`src/rtl/srff_pkg.sv`:
```
// Shared types and the per-bit SR excitation rule for the srff_drv write path.
package srff_pkg;

  typedef enum logic [1:0] {
    IDLE  = 2'd0,
    DRIVE = 2'd1,
    CHECK = 2'd2
  } state_t;

  typedef struct packed {
    logic s;
    logic r;
  } sr_t;

  // Set only to raise a 0 to 1, reset only to drop a 1 to 0; never both.
  function automatic sr_t excite(input logic t, input logic q);
    sr_t p;
    p.s = t & ~q;
    p.r = ~t & q;
    return p;
  endfunction

endpackage

```
`src/rtl/srff_excite.sv`:
```
// Combinational WIDTH-wide S/R excitation from a target word and the bank readback.
module srff_excite
  import srff_pkg::*;
#(
  parameter int unsigned WIDTH = 8
) (
  input  logic [WIDTH-1:0] tgt,
  input  logic [WIDTH-1:0] q,
  output logic [WIDTH-1:0] s,
  output logic [WIDTH-1:0] r
);

  sr_t p;

  always_comb begin
    s = '0;
    r = '0;
    p = '0;
    for (int unsigned i = 0; i < WIDTH; i++) begin
      p    = excite(tgt[i], q[i]);
      s[i] = p.s;
      r[i] = p.r;
    end
  end

endmodule

```
`src/rtl/srff_drv.sv`:
```
// Drives S/R excitation into a negedge SR flip-flop bank, verifies by readback,
// retries a bounded number of times and reports done or err.
module srff_drv
  import srff_pkg::*;
#(
  parameter int unsigned WIDTH     = 8,
  parameter int unsigned MAX_RETRY = 3
) (
  input  logic             clk,
  input  logic             rst,
  input  logic             tgt_valid,
  input  logic [WIDTH-1:0] tgt_data,
  output logic             tgt_ready,
  output logic [WIDTH-1:0] s,
  output logic [WIDTH-1:0] r,
  input  logic [WIDTH-1:0] q_fb,
  output logic             busy,
  output logic             done,
  output logic             err,
  output logic [WIDTH-1:0] err_mask
);

  localparam int unsigned CW = (MAX_RETRY > 0) ? $clog2(MAX_RETRY + 1) : 1;
  localparam logic [CW-1:0] RETRY_LIMIT = CW'(MAX_RETRY);

  state_t           state;
  state_t           state_nxt;
  logic [WIDTH-1:0] tgt_q;
  logic [CW-1:0]    retry_cnt;
  logic [WIDTH-1:0] exc_tgt;
  logic [WIDTH-1:0] exc_s;
  logic [WIDTH-1:0] exc_r;
  logic             match;
  logic             at_limit;

  // One excitation instance serves both the accept and the retry reload.
  assign exc_tgt  = (state == IDLE) ? tgt_data : tgt_q;
  assign match    = (q_fb == tgt_q);
  assign at_limit = (retry_cnt == RETRY_LIMIT);

  srff_excite #(
    .WIDTH(WIDTH)
  ) u_excite (
    .tgt(exc_tgt),
    .q  (q_fb),
    .s  (exc_s),
    .r  (exc_r)
  );

  always_ff @(posedge clk or posedge rst) begin
    if (rst) begin
      state <= IDLE;
    end else begin
      state <= state_nxt;
    end
  end

  always_comb begin
    state_nxt = state;
    unique case (state)
      IDLE:    if (tgt_valid) state_nxt = DRIVE;
      DRIVE:   state_nxt = CHECK;
      CHECK:   state_nxt = (match || at_limit) ? IDLE : DRIVE;
      default: state_nxt = IDLE;
    endcase
  end

  always_comb begin
    tgt_ready = (state == IDLE) & ~rst;
    busy      = (state != IDLE);
  end

  always_ff @(posedge clk or posedge rst) begin
    if (rst) begin
      s         <= '0;
      r         <= '0;
      done      <= 1'b0;
      err       <= 1'b0;
      err_mask  <= '0;
      tgt_q     <= '0;
      retry_cnt <= '0;
    end else begin
      done <= 1'b0;
      err  <= 1'b0;
      unique case (state)
        IDLE: begin
          if (tgt_valid) begin
            tgt_q     <= tgt_data;
            retry_cnt <= '0;
            s         <= exc_s;
            r         <= exc_r;
          end
        end
        DRIVE: begin
          s <= '0;
          r <= '0;
        end
        CHECK: begin
          if (match) begin
            done <= 1'b1;
          end else if (at_limit) begin
            err      <= 1'b1;
            err_mask <= q_fb ^ tgt_q;
          end else begin
            retry_cnt <= retry_cnt + 1'b1;
            s         <= exc_s;
            r         <= exc_r;
          end
        end
        default: begin
          s <= '0;
          r <= '0;
        end
      endcase
    end
  end

endmodule

```
`config.mk`:
```
export PLATFORM = sky130hd
export DESIGN_NAME = srff_drv
export DESIGN_NICKNAME = d
export VERILOG_FILES = /design/src/rtl/srff_pkg.sv /design/src/rtl/srff_excite.sv /design/src/rtl/srff_drv.sv
export SDC_FILE = /design/constraint.sdc
export NUM_CORES = 1
export LEC_CHECK = 0
export CORE_MARGIN = 3
export CORE_UTILIZATION = 47
export CTS_CLUSTER_DIAMETER = 100
export DETAILED_ROUTE_END_ITERATION = 8
export GPL_ROUTABILITY_DRIVEN = 0
export GPL_TIMING_DRIVEN = 0
export PLACE_DENSITY = 0.79
export SYNTH_ARGS = -nofsm -noshare
export SYNTH_HDL_FRONTEND = slang
export SYNTH_SLANG_ARGS = --single-unit
```
`constraint.sdc`:
```
create_clock -name clk -period 2.2 [get_ports clk]
set_input_delay 0.22 -clock clk [delete_from_list [all_inputs] [get_ports clk]]
set_output_delay 0.22 -clock clk [all_outputs]
set_load 0.01 [all_outputs]
```
# Yosys cells after proc, flatten, opt, wreduce, memory -nomap -nowiden
# Index checks and enable logic that the tools add are counted.
# totals
out_inout_bits	28
latch_bits	0
in_bits	19
regBits	38
mem_count	0
ramBits	0
romBits	0
# classes
bitwise	36
reduce_logical	8
shift	0
magnitude_cmp	0
eq_ne	7
n_div	0
n_mul	0
n_addsub	1
mux	21
# op_table
operator	n
two-way mux 8 bit	7
case mux 8 bit (2 select lines)	2
inverter 1 bit	18
bitwise AND 1 bit	17
equality test 8 bit	1
two-way mux 2 bit	4
bitwise XOR 8 bit	1
two-way mux 1 bit	6
!= test 2 bit, second input constant	3
case mux 2 bit (3 select lines)	1
AND reduction 3 bit	2
equality test 2 bit, second input constant	2
case mux 2 bit (2 select lines)	1
AND reduction 4 bit	1
nonzero test 2 bit	2
adder 2 x 1 -> 2 bit, second input constant	1
equality test 2 x 1 -> 1 bit, second input constant	1
logical NOT 2 bit	1
AND reduction 2 bit	1
logical OR 1 bit	1

# Depth between registers and ports, before layout
# depth
ltp_word	7
mapped_depth	6
ltp_nobuf	5

# By module
# Synthesis repeated with hierarchy kept, for this count alone.
# hier_totals
hier_cells	150
area_unflattened_um2	1969.4
# modules_own_cells
module	cells_each	n_inst	area_per_inst_um2	seq_area_each_um2
srff_drv	134	1	1829.3	950.9
srff_excite	16	1	140.1	0.0

# Least setup slack after synthesis
# OpenSTA, ideal clock, no wires.
# synth_timing
path_kind	reg-to-reg
start	register state[1]
end	register tgt_q[0]
path_stages_with_launch	6
arrival_ps	1537
t_required_ps	2075
n_path_buf	2
slack_ps	538
synth_period_minus_slack_ps	1662
path_cell_list	dfrtp_1 > buf_2 > nor2_2 > and2_1 > buf_2 > mux2_2
# synth_via
elab_chain_len	2
# synth_rtl
element	line	text
start, declared	srff_drv.sv:26	state_t state;
start signal, assigned	srff_drv.sv:54	state <= state_nxt;
logical NOT 2 bit	srff_drv.sv:85	unique case (state)
AND reduction 2 bit (no source line)	n/a	
end signal, assigned	srff_drv.sv:88	tgt_q <= tgt_data;
end, declared	srff_drv.sv:28	logic [WIDTH-1:0] tgt_q;
# No other way between the ends.
# A chain may end at the register's enable or synchronous reset.

# Worst setup path in the final report
# layout_timing
start	register tgt_q[7]
end	register r[7]
# layout_via
elab_chain_len	6
word_cells_on_any_way	10
# layout_rtl
element	line	text
two-way mux 8 bit	srff_drv.sv:37	assign exc_tgt = (state == IDLE) ? tgt_data : tgt_q;
inverter 1 bit	srff_pkg.sv:19	p.r = ~t & q;
bitwise AND 1 bit	srff_pkg.sv:19	
two-way mux 8 bit	srff_drv.sv:101	end else if (at_limit) begin
two-way mux 8 bit	srff_drv.sv:99	if (match) begin
case mux 8 bit (2 select lines)	srff_drv.sv:85	
end signal, assigned	srff_drv.sv:91	r <= exc_r;
end signal, assigned	srff_drv.sv:107	r <= exc_r;
end, declared	srff_drv.sv:15	output logic [WIDTH-1:0] r,
# Several ways; a longest one is shown, not always the timed one. The select of a mux whose other input is x is not followed.

==> run metrics <==
Pleak just over 1 nW; Area Growth Syn to Fin 37.0%; CP Launch Type flop; CTS H-Tree Depth 2; Setup Skew 6.74 ps; post-route ant nets 0; max_slew headroom 0.355; global route hottest layer met2; Cell Rows 20; sequential area share after synthesis 0.572; hold buffers post-CTS 0; DR vias about 1200; share of post-route cells with drive strength above 1 0.235; CP Capture Type flop; most frequent cells in the layout clkdlybuf4s50_1, dfrtp_1, mux2_2, mux2i_1; Req. time, crit path 2490 ps; chip height between 60 and 70 µm; TritonCTS clock tree done; drt wl/cell about 18 µm; CTS Buf Count 5; status finished clean; met3 usage 0.0598; Pwr Density 1360 nW/µm²; die area ~4300 µm²; gr usage total 0.216; Ys Warns 0; # DRC 0; met1 GRT Util 0.248; crit path DAT 2220 ps; Final HPWL DP approximately 2900 µm; Worst Tran Pin Value roughly 970 ps; clk root buf clkbuf_4; Mapped Area 1660 µm²; Post-Syn Instances around 120; Max Buffers Root-to-Sink 2; Yosys top cell by area dfrtp_1; ranking of synthesized cells by area dfrtp_1, mux2_2, mux2i_1; first-pass GRT wire length approximately 6700 µm; initial antenna violation count 0; starting density of the core 0.519; met2 usage 0.382; fin crit period about 1900 ps; crit-path max FO 10; Clk Latency, worst-skew pair ~350 ps; total power between 3 and 4 mW; top-area cell type share of the netlist area 0.572; # diodes 0; endpoints failing setup 0; largest net degree at the start of global routing 24; Final Cell Area approximately 2300 µm²; Max IR drop VDD 741 µV; vias in the first global route 1311; Synth Register Bits 38; Final WS setup between 200 and 300 ps; commonest non-fill, non-tap cell in the layout clkdlybuf4s50_1; synth unique cells 26; highest clock rate about 520 MHz; WL final 4010 µm; Hold Vio Cnt, Final 0; syn_nets 143; placed inst area 2200 µm²; max-cap violations 0; final net count between 150 and 200; setup tns final 0 ps; clock transition at the registers of the reported paths between 100 and 150 ps; Vias/cell 5.52; CTS sink cnt 38; RSZ-0062 raised after global routing no; critical path type reg2reg; HP Class in2async; WHS roughly 440 ps; Die W 65.5 µm; fin crit share 0.875; First-pass DRT Iterations 4; port buffer count 46; core footprint around 3200 µm²; total gr overflow 0; fin. max-slew vios 0; number of top-level design ports between 40 and 50; DRT iter0 DRCs between 40 and 50; Synth Area per Inst between 10 and 15 µm²; DP Worst Slack between 20 and 30 ps
==> final timing paths <==
| kind | start | end | slack (ps) | depth (start not counted) |
|---|---|---|---|---|
| setup / recovery | tgt_q[7] | r[7] | 270 | 5 |
| setup reg to reg | tgt_q[7] | r[7] | 270 | 5 |
| hold reg to reg | s[3] | s[3] | 490 | 1 |
| max in group asynchronous | rst | state[0] | 1160 | 3 |
| min in group clk | s[3] | s[3] | 490 | 1 |
| hold / removal | rst | s[2] | 440 | 2 |
==> through the flow <==
step                cells   util
finish                223  0.711
floorplan             123      -
global route          223  0.711
detailed placement    214  0.688
global placement      213  0.680
CTS                   223  0.711
==> kinds of logic after synthesis <==
| group | Yosys count | share of synthesized area |
|---|---|---|
| buffers and inverters | 8 | 0.0241 |
| flip-flops | 38 | 0.572 |
| XOR/XNOR | 8 | 0.0422 |
| adder cells (fa/ha/maj) | 1 | 0.00753 |
| multiplexers | 25 | 0.163 |
| AND/OR/NAND/NOR | 20 | 0.0685 |
| AO/OA/AOI/OAI | 23 | 0.123 |
==> flip-flops by register name (all words and copies together), names as in the netlist <==
name / flops
done: 1
tgt_q: 8
retry_cnt: 2
err: 1
err_mask: 8
r: 8
state: 2
s: 8
==> area by class of cell <==
class                      count  area, µm²
tap                           44       55.1
inverter                       5       18.8
buffer                         3       21.3
timing repair buffer          48        495
multi-input combinational     77        676
clock inverter                 1       5.00
fill                         273        926
sequential                    38        951
clock buffer                   7       55.1
==> layer usage <==
layer,share of wire,vias to the layer above
met3,0.048,5
li1,-,561
met5,0,-
met1,0.41,620
met4,0.016,0
met2,0.52,46
==> cell usage after synthesis <==
master	count
a211o_2	1
inv_1	5
a21o_1	1
and2_1	1
a21o_2	7
nor2b_1	1
and3_2	1
nor4_2	2
a21oi_2	1
a32o_1	8
mux2i_1	9
o21ai_0	1
ha_1	1
o211ai_1	1
a32o_2	1
nor3_1	8
buf_2	2
nor2_1	3
xor2_1	8
nand2_1	3
a31oi_1	1
dfrtp_1	38
mux2_2	16
o22ai_1	1
buf_6	1
nor2_2	1
==> critical path, cell delays in order (launching register included) <==
cell	delay, ps
dfrtp_1	420
xor2_1	190
nor4_2	510
a32o_2	410
buf_6	200
a32o_1	130
==> power breakdown <==
group	internal [mW]	total (mW)	leakage [nW]	switching [mW]
logic	0.811	1.51	0.503	0.703
clock network	0.155	0.383	0.0353	0.228
registers	0.992	1.19	0.480	0.202
==> repair_timing <==
item	4_1_cts	5_1_grt
setup buffers	1	0
gates resized for setup	1	0
setup endpoints to repair	2	0
Power figures use the tool's default switching activity.
